===== src/rtl/pipelined_approx_adder_if.sv =====
// Valid/ready stream bundle for pipelined_approx_adder.
// The master drives operands and out_ready; the slave (the adder) drives
// in_ready and the result.
interface pipelined_approx_adder_if #(
    parameter int WIDTH = 12
);
    logic             in_valid;
    logic             in_ready;
    logic [WIDTH-1:0] a;
    logic [WIDTH-1:0] b;
    logic             approx_en;
    logic             out_valid;
    logic             out_ready;
    logic [WIDTH:0]   sum;

    modport master (
        output in_valid, a, b, approx_en, out_ready,
        input  in_ready, out_valid, sum
    );

    modport slave (
        input  in_valid, a, b, approx_en, out_ready,
        output in_ready, out_valid, sum
    );
endinterface


===== src/rtl/pipelined_approx_adder.sv =====
// Pipelined unsigned adder split into STAGES carry segments with a register
// after each segment. The lower APPROX_BITS bits can be computed with a
// lower-part-OR approximation, selected per beat by approx_en.
// The whole pipe advances on a single enable: en = !out_valid || out_ready.
// Optional macro ADDER_ERR_STATS_EN adds a shadow exact sum per beat and
// error statistics (err_count, err_max, cleared by stats_clr).
module pipelined_approx_adder #(
    parameter int WIDTH       = 12,
    parameter int STAGES      = 3,
    parameter int APPROX_BITS = 4
) (
    input  logic                       clk,
    input  logic                       rst,
    pipelined_approx_adder_if.slave    s
`ifdef ADDER_ERR_STATS_EN
    ,
    input  logic                       stats_clr,
    output logic [31:0]                err_count,
    output logic [WIDTH:0]             err_max
`endif
);
    // Bits handled per segment; the last non-empty segment takes the remainder.
    localparam int SEG = (WIDTH + STAGES - 1) / STAGES;

    logic             en;

    logic             valid_q [STAGES];
    logic             valid_d [STAGES];
    logic             mode_q  [STAGES];
    logic             mode_d  [STAGES];
    logic             carry_q [STAGES];
    logic             carry_d [STAGES];
    logic [WIDTH-1:0] a_q     [STAGES];
    logic [WIDTH-1:0] a_d     [STAGES];
    logic [WIDTH-1:0] b_q     [STAGES];
    logic [WIDTH-1:0] b_d     [STAGES];
    logic [WIDTH-1:0] psum_q  [STAGES];
    logic [WIDTH-1:0] psum_d  [STAGES];

    // Per-stage working values while walking the pipe.
    logic [WIDTH-1:0] a_i;
    logic [WIDTH-1:0] b_i;
    logic [WIDTH-1:0] p_i;
    logic             c_i;
    logic             m_i;
    logic             v_i;
    int               kp;

    // Next-state of every stage: pick up the previous stage (or the input
    // port for stage 0) and resolve this stage's slice of the carry chain.
    always_comb begin
        en = !valid_q[STAGES-1] || s.out_ready;
        a_i = '0;
        b_i = '0;
        p_i = '0;
        c_i = 1'b0;
        m_i = 1'b0;
        v_i = 1'b0;
        kp  = 0;
        for (int k = 0; k < STAGES; k++) begin
            kp = (k == 0) ? 0 : k - 1;
            if (k == 0) begin
                a_i = s.a;
                b_i = s.b;
                p_i = '0;
                c_i = 1'b0;
                m_i = s.approx_en;
                v_i = s.in_valid;
            end else begin
                a_i = a_q[kp];
                b_i = b_q[kp];
                p_i = psum_q[kp];
                c_i = carry_q[kp];
                m_i = mode_q[kp];
                v_i = valid_q[kp];
            end
            for (int i = 0; i < WIDTH; i++) begin
                if (i >= k * SEG && i < (k + 1) * SEG) begin
                    if (m_i && i < APPROX_BITS) begin
                        // LOA: OR the bits; only the top approximate bit
                        // generates a carry into the exact upper part.
                        p_i[i] = a_i[i] | b_i[i];
                        c_i    = (i == APPROX_BITS - 1) ? (a_i[i] & b_i[i]) : 1'b0;
                    end else begin
                        p_i[i] = a_i[i] ^ b_i[i] ^ c_i;
                        c_i    = (a_i[i] & b_i[i]) | (c_i & (a_i[i] ^ b_i[i]));
                    end
                end
            end
            a_d[k]     = a_i;
            b_d[k]     = b_i;
            psum_d[k]  = p_i;
            carry_d[k] = c_i;
            mode_d[k]  = m_i;
            valid_d[k] = v_i;
        end
    end

    // Stage registers: cleared by reset, frozen together while stalled.
    always_ff @(posedge clk or posedge rst) begin
        if (rst) begin
            for (int k = 0; k < STAGES; k++) begin
                valid_q[k] <= 1'b0;
                mode_q[k]  <= 1'b0;
                carry_q[k] <= 1'b0;
                a_q[k]     <= '0;
                b_q[k]     <= '0;
                psum_q[k]  <= '0;
            end
        end else if (en) begin
            for (int k = 0; k < STAGES; k++) begin
                valid_q[k] <= valid_d[k];
                mode_q[k]  <= mode_d[k];
                carry_q[k] <= carry_d[k];
                a_q[k]     <= a_d[k];
                b_q[k]     <= b_d[k];
                psum_q[k]  <= psum_d[k];
            end
        end
    end

    assign s.in_ready  = en;
    assign s.out_valid = valid_q[STAGES-1];
    assign s.sum       = {carry_q[STAGES-1], psum_q[STAGES-1]};

`ifdef ADDER_ERR_STATS_EN
    logic [WIDTH:0] exact_q [STAGES];
    logic [WIDTH:0] exact_d [STAGES];
    logic [31:0]    err_count_q;
    logic [31:0]    err_count_d;
    logic [WIDTH:0] err_max_q;
    logic [WIDTH:0] err_max_d;
    logic [WIDTH:0] err_abs;
    logic           retire;

    // Shadow exact sum rides alongside each beat.
    always_comb begin
        for (int k = 0; k < STAGES; k++) begin
            if (k == 0) begin
                exact_d[k] = {1'b0, s.a} + {1'b0, s.b};
            end else begin
                exact_d[k] = exact_q[(k == 0) ? 0 : k - 1];
            end
        end
    end

    // Error statistics, updated only when a result leaves the block.
    always_comb begin
        retire      = s.out_valid && s.out_ready;
        err_abs     = (s.sum >= exact_q[STAGES-1]) ? (s.sum - exact_q[STAGES-1])
                                                   : (exact_q[STAGES-1] - s.sum);
        err_count_d = err_count_q;
        err_max_d   = err_max_q;
        if (stats_clr) begin
            err_count_d = '0;
            err_max_d   = '0;
        end else if (retire) begin
            if (err_abs != '0 && err_count_q != 32'hFFFF_FFFF) begin
                err_count_d = err_count_q + 32'd1;
            end
            if (err_abs > err_max_q) begin
                err_max_d = err_abs;
            end
        end
    end

    // Shadow and statistics registers.
    always_ff @(posedge clk or posedge rst) begin
        if (rst) begin
            for (int k = 0; k < STAGES; k++) begin
                exact_q[k] <= '0;
            end
            err_count_q <= '0;
            err_max_q   <= '0;
        end else begin
            if (en) begin
                for (int k = 0; k < STAGES; k++) begin
                    exact_q[k] <= exact_d[k];
                end
            end
            err_count_q <= err_count_d;
            err_max_q   <= err_max_d;
        end
    end

    assign err_count = err_count_q;
    assign err_max   = err_max_q;
`endif
endmodule

===== src/flat_wrapper.sv =====
// flat-port wrapper written by rule: the top's interface ports become plain ports
module pipelined_approx_adder_flat 
#(
    parameter int WIDTH       = 12,
    parameter int STAGES      = 3,
    parameter int APPROX_BITS = 4
)
  (clk, rst, s_in_valid, s_a, s_b, s_approx_en, s_out_ready, s_in_ready, s_out_valid, s_sum);
  pipelined_approx_adder_if #(.WIDTH(WIDTH)) s_i ();
  input  logic clk;
  input  logic rst;
  input wire logic [$bits(s_i.in_valid)-1:0] s_in_valid;
  input wire logic [$bits(s_i.a)-1:0] s_a;
  input wire logic [$bits(s_i.b)-1:0] s_b;
  input wire logic [$bits(s_i.approx_en)-1:0] s_approx_en;
  input wire logic [$bits(s_i.out_ready)-1:0] s_out_ready;
  output wire logic [$bits(s_i.in_ready)-1:0] s_in_ready;
  output wire logic [$bits(s_i.out_valid)-1:0] s_out_valid;
  output wire logic [$bits(s_i.sum)-1:0] s_sum;
  assign s_i.in_valid = s_in_valid;
  assign s_i.a = s_a;
  assign s_i.b = s_b;
  assign s_i.approx_en = s_approx_en;
  assign s_i.out_ready = s_out_ready;
  assign s_in_ready = s_i.in_ready;
  assign s_out_valid = s_i.out_valid;
  assign s_sum = s_i.sum;
  pipelined_approx_adder #(.WIDTH(WIDTH), .STAGES(STAGES), .APPROX_BITS(APPROX_BITS)) u_core (.clk(clk), .rst(rst), .s(s_i));
endmodule

===== config.mk =====
export PLATFORM = sky130hd
export DESIGN_NAME = pipelined_approx_adder_flat
export DESIGN_NICKNAME = d
export VERILOG_FILES = /design/src/rtl/pipelined_approx_adder_if.sv /design/src/rtl/pipelined_approx_adder.sv /design/src/flat_wrapper.sv
export SDC_FILE = /design/constraint.sdc
export NUM_CORES = 1
export LEC_CHECK = 0
export ABC_AREA = 0
export ABC_CLOCK_PERIOD_IN_PS = 2600
export BUFFER_PORTS_ARGS = -buffer_cell sky130_fd_sc_hd__buf_2
export CAP_MARGIN = 10
export CORE_MARGIN = 1
export CORE_UTILIZATION = 30
export CTS_CLUSTER_DIAMETER = 50
export CTS_CLUSTER_SIZE = 28
export DETAILED_ROUTE_END_ITERATION = 8
export MAX_ROUTING_LAYER = met4
export PLACE_DENSITY_LB_ADDON = 0.08
export SLEW_MARGIN = 40
export SYNTH_ARGS = -nofsm -noshare
export SYNTH_HDL_FRONTEND = slang
export SYNTH_SLANG_ARGS = --single-unit

===== constraint.sdc =====
create_clock -name clk -period 2.6 [get_ports clk]
set_clock_uncertainty 0.1 [all_clocks]
set_input_delay 0.13 -clock clk [delete_from_list [all_inputs] [get_ports clk]]
set_output_delay 0.13 -clock clk [all_outputs]
set_load 0.005 [all_outputs]

== Word level (Yosys, flattened, before mapping) ==
Cells that the tools add are included.

* Muxes and demuxes: 8
* Bitwise operators: 61
* Reduce and logical (&&, ||, !) cells: 2

{| class="wikitable"
|+ Operator list
! kind !! count
|-
| $and A1 B1 Y1 || 23
|-
| $xor A1 B1 Y1 || 23
|-
| $or A1 B1 Y1 || 15
|-
| $mux W1 || 8
|-
| $logic_not A1 Y1 || 1
|-
| $logic_or A1 B1 Y1 || 1
|}

* Register bits: 78
* Input port bits: 29
* Output and inout port bits: 15

== Depth between registers and ports, before layout ==
Gate-level depths: netlist of run 1.

* Word-level depth: 11
* Depth in mapped cells: 9

== Worst setup path before layout of run 1 ==
OpenSTA, ideal clock, no wires.

* Path kind: flip-flop to flip-flop
* From: register u_core.b_q (netlist bit u_core.b_i[8])
* To: register u_core.psum_q (netlist bit u_core.s.sum[11])
* Data arrival time: 2.056 ns
* Setup slack: 0.366 ns
* Stages on the path, launching flop included: 9
* Path buffers: 0
* Period minus slack after synthesis: 2.234 ns
* Cell sequence: dfrtp_1 > inv_1 > fa_1 > inv_1 > fa_1 > fa_1 > inv_1 > fa_1 > a21oi_1

* Word-level cells in the longest chain between the ends: 8

{| class="wikitable"
|+ RTL lines
! element !! RTL line !! text
|-
| start, declared || pipelined_approx_adder.sv:35 || <nowiki>logic [WIDTH-1:0] b_q [STAGES];</nowiki>
|-
| start signal, assigned by index || pipelined_approx_adder.sv:116 || <nowiki>b_q[k] <= b_d[k];</nowiki>
|-
| $xor A1 B1 Y1 || pipelined_approx_adder.sv:86 || <nowiki>c_i = (a_i[i] & b_i[i]) | (c_i & (a_i[i] ^ b_i[i]));</nowiki>
|-
| $and A1 B1 Y1 || pipelined_approx_adder.sv:86 ||
|-
| $or A1 B1 Y1 * || pipelined_approx_adder.sv:86 ||
|-
| $and A1 B1 Y1 * || pipelined_approx_adder.sv:86 ||
|-
| $or A1 B1 Y1 * || pipelined_approx_adder.sv:86 ||
|-
| $and A1 B1 Y1 * || pipelined_approx_adder.sv:86 ||
|-
| $or A1 B1 Y1 * || pipelined_approx_adder.sv:86 ||
|-
| $xor A1 B1 Y1 * || pipelined_approx_adder.sv:85 || <nowiki>p_i[i] = a_i[i] ^ b_i[i] ^ c_i;</nowiki>
|-
| end signal, assigned by index || pipelined_approx_adder.sv:117 || <nowiki>psum_q[k] <= psum_d[k];</nowiki>
|-
| end, declared || pipelined_approx_adder.sv:37 || <nowiki>logic [WIDTH-1:0] psum_q [STAGES];</nowiki>
|}

Mark *: on every way between the ends. The rest lies on a longest branch, timed or not.
A chain may end at the register's enable or synchronous reset.

== Worst setup path after layout of run 1 ==
Same ends and word-level chain as after synthesis.

==> metrics.md, run 1 <==
| Metric | Value |
|---|---|
| Net count of the finished layout | 284 |
| Synthesis-to-layout area growth | 19.9% |
| Starting density of the core | 30.9% |
| Post-detailed-placement half-perimeter wirelength | 3.01 mm |
| Flop-to-flop setup slack | 210 ps |
| Vias in the first global route | 1,483 |
| Number of buffers added on ports | 43 |
| Placeable core region | 8720 sq um |
| Routed length per placed instance | 12.7 um |
| Post-Route Utilization | 37.0% |
| Count of pins on the block boundary | 44 |
| H-tree levels | 2 |
| Overall power consumption | 2.73 mW |
| TritonCTS clock tree | yes |
| Clk root buf | sky130_fd_sc_hd__clkbuf_8 |
| Slowest stage cell on the critical path | sky130_fd_sc_hd__fa_1 |
| Post-synthesis cell count | 175 |
| Status | completed |
| Highest net fanout along the worst path | 2 |
| Worst Max-Slew Pin Slew | 350 ps |
| Number of cell rows | 34 |
| Cells taking the most area after synthesis | sky130_fd_sc_hd__dfrtp_1, sky130_fd_sc_hd__mux2_4, sky130_fd_sc_hd__fa_1 |
| Total setup buffers inserted after CTS | 0 |
| Pre-Repair DR Iteration Count | 4 |
| Final number of max-transition violations | 0 |
| Critical path destination | u_core.s.sum[11]$_DFFE_PP0P_ |
| Synthesis Warnings | 0 |
| Endpoint arrival time on the critical path | 2530 ps |
| CTS max path bufs | 2 |
| Post-CTS clock slew at the launch and capture registers of the worst setup and hold paths | 90 ps |
| Total of max-cap violations | 0 |
| Largest vdd supply drop | 272 uV |
| Path depth of the worst reg2reg path | 8 |
| Synth Register Bits | 54 |
| Req. time, crit path | 2740 ps |
| Max-slew headroom at the worst pin | 76.7% |
| Number of vias per cell | 4.07 |
| Cell type contributing the most total cell area after synthesis | sky130_fd_sc_hd__dfrtp_1 |
| Horiz. Die Dim | 96.7 um |
| Setup repair after global routing missed its margin | false |
| Post-synthesis cell area | 2690 sq um |
| Ratio of total power to cell area | 846 nW/um^2 |
| Critical Path Max Stage Delay | 460 ps |
| Proportion of synthesized chip area in sequential cells | 50.2% |
| CP Class | reg2reg |
| Critical path endpoint category | flop |
| First-pass GRT wire length | 7.54 mm |
| Most common cell after layout, fill and taps aside | sky130_fd_sc_hd__dfrtp_1 |
| Post-route clock period utilization | 91.9% |
| Setup violations, final | 0 |
| Total nets after synthesis | 221 |
| Iter 0 DRT Violations | 46 |
| FILL cells | 842 |
| Number of buffers inserted during clock tree synthesis | 5 |
| Final wirelength | 4.37 mm |
| Placer congestion estimate | 0.638 |
| Commonest cells after routing, fill and taps aside | sky130_fd_sc_hd__dfrtp_1, sky130_fd_sc_hd__buf_2, sky130_fd_sc_hd__mux2_4 |
| Critical path origin | u_core.b_i[8]$_DFFE_PP0P_ |
| Static leakage | 1.59 nW |
| Period minus WS final | 2390 ps |
| Number of hold buffers added after CTS | 18 |
| All-Layer GR Usage | 10.6% |
| Endpoint of the worst register-to-register path | u_core.s.sum[11]$_DFFE_PP0P_ |
| Hold Worst Slack | 83.7 ps |
| Critical path startpoint category | flop |
| Vertical extent of the die | 96.7 um |
| Number of antenna violations at the first check in global routing | 0 |
| Kind of path behind the tightest hold check | in2reg |
| Num Clock Sinks | 54 |
| Pin count of the biggest net entering global routing | 34 |
| Mean post-synth cell area | 15.4 sq um |
| Chain of cells forming the critical path | inv_1, fa_1, inv_1, fa_1, fa_1, inv_1, fa_1, a21oi_1 |
| Antenna-violating nets left | 0 |
| Count of final hold-check violations | 0 |
| Cell occurring most often along the worst timing path | sky130_fd_sc_hd__fa_1 |
| Fraction of final layout cells sized beyond drive strength 1 | 42.2% |
| Overflow left after global routing | 0 |
| Detailed-route DRC error count | 0 |
| Clock latency at the later pin of the worst-skew pair | 310 ps |
| Via total after detailed routing | 1,405 |
| Reg-to-Reg Start | u_core.b_i[8]$_DFFE_PP0P_ |
| Yosys cell types | 20 |
| Area share of the largest cell type after synthesis | 50.2% |
| Setup Total Neg Slack | 0 ps |
| Die Area | 9350 sq um |
| Resized Gates After CTS | 0 |
| Fmax | 418 MHz |
| Antenna Cells | 0 |
-- cell usage after synthesis --
library cell and instances:
sky130_fd_sc_hd__buf_2 1, sky130_fd_sc_hd__dfrtp_1 54, sky130_fd_sc_hd__nand2b_1 7, sky130_fd_sc_hd__mux2i_1 3, sky130_fd_sc_hd__nor2_1 1, sky130_fd_sc_hd__nand2_1 1
sky130_fd_sc_hd__ha_1 6, sky130_fd_sc_hd__or2_2 1, sky130_fd_sc_hd__mux2_4 39, sky130_fd_sc_hd__buf_6 2, sky130_fd_sc_hd__buf_4 1, sky130_fd_sc_hd__nand2b_4 1
sky130_fd_sc_hd__fa_1 11, sky130_fd_sc_hd__a31oi_1 3, sky130_fd_sc_hd__nor3b_1 8, sky130_fd_sc_hd__a21oi_1 5, sky130_fd_sc_hd__clkbuf_1 1, sky130_fd_sc_hd__mux2_2 5
sky130_fd_sc_hd__buf_12 4, sky130_fd_sc_hd__inv_1 21
-- sequential cells by signal (all words and copies together), names as in the netlist --
| name | cells |
|---|---|
| u_core.a_d | 8 |
| u_core.a_i | 4 |
| u_core.b_d | 8 |
| u_core.b_i | 4 |
| u_core.carry_q | 2 |
| u_core.p_i | 8 |
| u_core.psum_d | 4 |
| u_core.s.out_valid | 1 |
| u_core.s.sum | 13 |
| u_core.v_i | 1 |
| u_core.valid_d | 1 |
-- worst max-delay path, delay by kind of cell, from the launching register on --
family	cells	cell delay (ps)
fa+ha+maj	4	1460
flops	1	400
buf+inv	3	230
compound gates	1	130
-- cell families (layout without fill, tap and decap cells) --
kind of cell             after synthesis  after routing  share of synthesized area, %
AO/OA/AOI/OAI                          8              8                          1.63
flip-flops                            54             54                          50.2
buffers and inverters                 30             92                          7.35
AND/OR/NAND/NOR                       19             19                          4.88
multiplexers                          47             47                          25.0
adder cells (fa/ha/maj)               17             17                          11.0
-- per-layer routing --
layer	global-route usage, %	part of all wire, %	vias up
met5	-	0	-
met1	15.1	52	678
met3	2.75	3.5	7
met2	14.2	43	28
met4	4.13	1.6	0
li1	-	-	692
-- worst min path at each step --
stage | from | cells past startpoint | slack, ps | to
3_3_place_gp | rst | 2 | -1 | u_core.a_d[17]$_DFFE_PP0P_
4_1_cts | s_approx_en | 3 | 70 | u_core.carry_q[2]$_DFFE_PP0P_
3_5_place_dp | rst | 2 | -8 | u_core.b_d[17]$_DFFE_PP0P_
6_report | s_approx_en | 3 | 80 | u_core.carry_q[2]$_DFFE_PP0P_
2_1_floorplan | s_a[4] | 1 | 180 | u_core.a_d[16]$_DFFE_PP0P_
5_1_grt | s_approx_en | 3 | 90 | u_core.carry_q[2]$_DFFE_PP0P_
-- metrics by stage --
stage / worst slack (ps) / instance area [sq um] / cells
global route: 96.8 / 3230 / 345
floorplan: 366 / 2690 / 175
global placement: 298 / 2970 / 321
CTS: 189 / 3230 / 345
detailed placement: 213 / 2970 / 321
finish: 209 / 3230 / 345
-- report_power, final --
| part | switching, mW | internal [mW] | total, mW |
|---|---|---|---|
| logic | 0.346 | 0.608 | 0.954 |
| clock network | 0.263 | 0.206 | 0.470 |
| registers | 0.180 | 1.13 | 1.31 |
-- final cells by class --
class / count / area, sq um / share of cell area, %
clock buffers: 6 / 82.6 / 2.56
inverters: 21 / 78.8 / 2.44
multi-input cells: 91 / 1140 / 35.4
flip-flops and latches: 54 / 1350 / 41.9
well taps: 108 / 135 / 4.19
repair buffers: 65 / 438 / 13.6
Power figures use the tool's default switching activity.
==> inputs of run 2 (changes only) <==
- BUFFER_PORTS_ARGS: -buffer_cell sky130_fd_sc_hd__buf_2 -> not set
- DONT_BUFFER_PORTS: not set -> 1
==> run 2 against run 1 <==
  * Via count is 6.4% lower
  * Total power fell by 2.8%
  * Worst hold slack got worse by 54 ps
  * Sequential power about the same
  * Sequential share of layout area is 2.6 points higher
  * Cell area shrank 5.8%
  * Critical endpoint unchanged
  * Highest routed layer unchanged
==> metrics.md, run 2 (synthesis gave the netlist of run 1 again) <==
| Metric | Value |
|---|---|
| Status | completed |
| Pre-Repair DR Iteration Count | 4 (unchanged) |
| Num Clock Sinks | 54 (unchanged) |
| Routed length per placed instance | 14.2 um (+12%) |
| Number of cell rows | 34 (unchanged) |
| Post-route clock period utilization | 92.1% (+0.13 points) |
| Setup violations, final | 0 (unchanged) |
| Final number of max-transition violations | 0 (unchanged) |
| Final Worst Setup Slack | 206 ps (-3.26 ps) |
| Final wirelength | 4.32 mm (-1.2%) |
| Commonest cells after routing, fill and taps aside | sky130_fd_sc_hd__dfrtp_1, sky130_fd_sc_hd__mux2_4, sky130_fd_sc_hd__dlygate4sd3_1 |
| Endpoint arrival time on the critical path | 2520 ps (about the same) |
| Most common cell after layout, fill and taps aside | sky130_fd_sc_hd__dfrtp_1 |
| Net count of the finished layout | 242 (-15%) |
| CP Class | reg2reg |
| Placer congestion estimate | 0.693 (+8.7%) |
| Number of hold buffers added after CTS | 21 (+3) |
| First-pass GRT wire length | 7.51 mm (-0.36%) |
| Post-CTS clock slew at the launch and capture registers of the worst setup and hold paths | 90 ps (about the same) |
| Antenna Cells | 0 (unchanged) |
| Overflow left after global routing | 0 (unchanged) |
| Number of vias per cell | 4.31 (+5.9%) |
| All-Layer GR Usage | 10.4% (-0.22 points) |
| Critical path endpoint category | flop |
| Starting density of the core | 30.9% (unchanged) |
| Highest net fanout along the worst path | 2 (unchanged) |
| Post-detailed-placement half-perimeter wirelength | 2.89 mm (-4.1%) |
| Max reg flops | 13 (unchanged) |
| Die Area | 9350 sq um (unchanged) |
| Antenna-violating nets left | 0 (unchanged) |
| Max-slew headroom at the worst pin | 54.7% (-22 points) |
| Worst setup timing slack at the placement stage | 214 ps (+0.594 ps) |
| Count of final hold-check violations | 0 (unchanged) |
| H-tree levels | 2 (unchanged) |
| Static leakage | 1.43 nW (-10%) |
| Clk root buf | sky130_fd_sc_hd__clkbuf_8 |
| Via total after detailed routing | 1,315 (-6.4%) |
| Number of buffers added on ports | 0 (-100%) |
| Critical path startpoint category | flop |
| Horiz. Die Dim | 96.7 um (unchanged) |
| Worst Max-Slew Pin Slew | 680 ps (+330 ps) |
| Fraction of final layout cells sized beyond drive strength 1 | 28.9% (-13 points) |
| Vertical extent of the die | 96.7 um (unchanged) |
| Detailed-route DRC error count | 0 (unchanged) |
| Resized Gates After CTS | 0 (unchanged) |
| Synthesis-to-layout area growth | 13.0% |
| Clock latency at the later pin of the worst-skew pair | 300 ps (about the same) |
| Largest vdd supply drop | 318 uV (+17%) |
| Placeable core region | 8720 sq um (unchanged) |
| Total setup buffers inserted after CTS | 0 (unchanged) |
| Count of pins on the block boundary | 44 (unchanged) |
| Setup Total Neg Slack | 0 ps (unchanged) |
| Fmax | 418 MHz (-0.14%) |
| Number of antenna violations at the first check in global routing | 0 (unchanged) |
| Pin count of the biggest net entering global routing | 55 (+62%) |
| Total of max-cap violations | 0 (unchanged) |
| Kind of path behind the tightest hold check | in2reg |
| TritonCTS clock tree | yes |
| Iter 0 DRT Violations | 23 (-50%) |
| Period minus WS final | 2390 ps (+3.26 ps) |
| Number of buffers inserted during clock tree synthesis | 5 (unchanged) |
| Ratio of total power to cell area | 872 nW/um^2 (+3.1%) |
| Setup repair after global routing missed its margin | false |
| Req. time, crit path | 2720 ps (-20 ps) |
| CTS max path bufs | 2 (unchanged) |
| Vias in the first global route | 1,484 (+0.067%) |
-- run 2: cell types whose count changed in the layout (fill, tap and decap cells not counted), sizes merged --
cell | before | now
buf | 47 | 2
dlygate4sd3 | 18 | 21
clkinvlp | 0 | 1
clkinv | 0 | 1
-- run 2: path summary, 6_finish.rpt --
kind	slack [ps]	cells past startpoint	endpoint	start
min in group asynchronous	360	3	u_core.s.sum[4]$_DFFE_PP0P_	rst
hold / removal	30	2	u_core.psum_d[15]$_DFFE_PP0P_	s_approx_en
setup / recovery	210	8	u_core.s.sum[11]$_DFFE_PP0P_	u_core.b_i[8]$_DFFE_PP0P_
max in group asynchronous	1590	3	u_core.s.sum[3]$_DFFE_PP0P_	rst
setup reg to reg	210	8	u_core.s.sum[11]$_DFFE_PP0P_	u_core.b_i[8]$_DFFE_PP0P_
hold reg to reg	370	1	u_core.s.out_valid$_DFFE_PP0P_	u_core.v_i$_DFFE_PP0P_
-- run 2: layout make-up --
type                       instances  area, sq um
tap                              108          135
timing repair buffer              23          238
sequential                        54         1350
fill                             836         5680
clock buffer                       6         82.6
inverter                          21         78.8
clock inverter                     2         12.5
multi-input combinational         91         1140
-- run 2: through the flow --
step | instances | hold WS (ps) | utilization (%) | instance area [sq um] | power (mW)
after floorplan | 175 | 178 | - | 2690 | 2.04
after global placement | 276 | 138 | 31.4 | 2740 | 2.16
after detailed placement | 276 | 160 | 31.4 | 2740 | 2.18
after CTS | 305 | 27.1 | 34.9 | 3040 | 2.72
after global routing | 305 | 23.1 | 34.9 | 3040 | 2.87
final | 305 | 29.4 | 34.9 | 3040 | 2.65
-- run 2: routing by layer --
metal  global-route usage [%]  vias to the layer above  wire length, um
met5                        -                        -                0
li1                         -                      611                -
met4                     3.44                        0               49
met3                     3.03                        5              214
met2                     15.3                       27             2030
met1                     13.7                      672             2020
-- run 2: worst max-delay path: stages, from the launching register on --
cell	delay [ps]
sky130_fd_sc_hd__dfrtp_1	390
sky130_fd_sc_hd__inv_1	80
sky130_fd_sc_hd__fa_1	180
sky130_fd_sc_hd__inv_1	60
sky130_fd_sc_hd__fa_1	450
sky130_fd_sc_hd__fa_1	430
sky130_fd_sc_hd__inv_1	100
sky130_fd_sc_hd__fa_1	390
sky130_fd_sc_hd__a21oi_1	140
-- run 2: where the power goes --
part	total [mW]	internal [mW]	leakage [nW]	switching [mW]
combinational	0.826	0.529	0.768	0.298
clock	0.488	0.215	0.0472	0.274
sequential	1.34	1.13	0.619	0.211
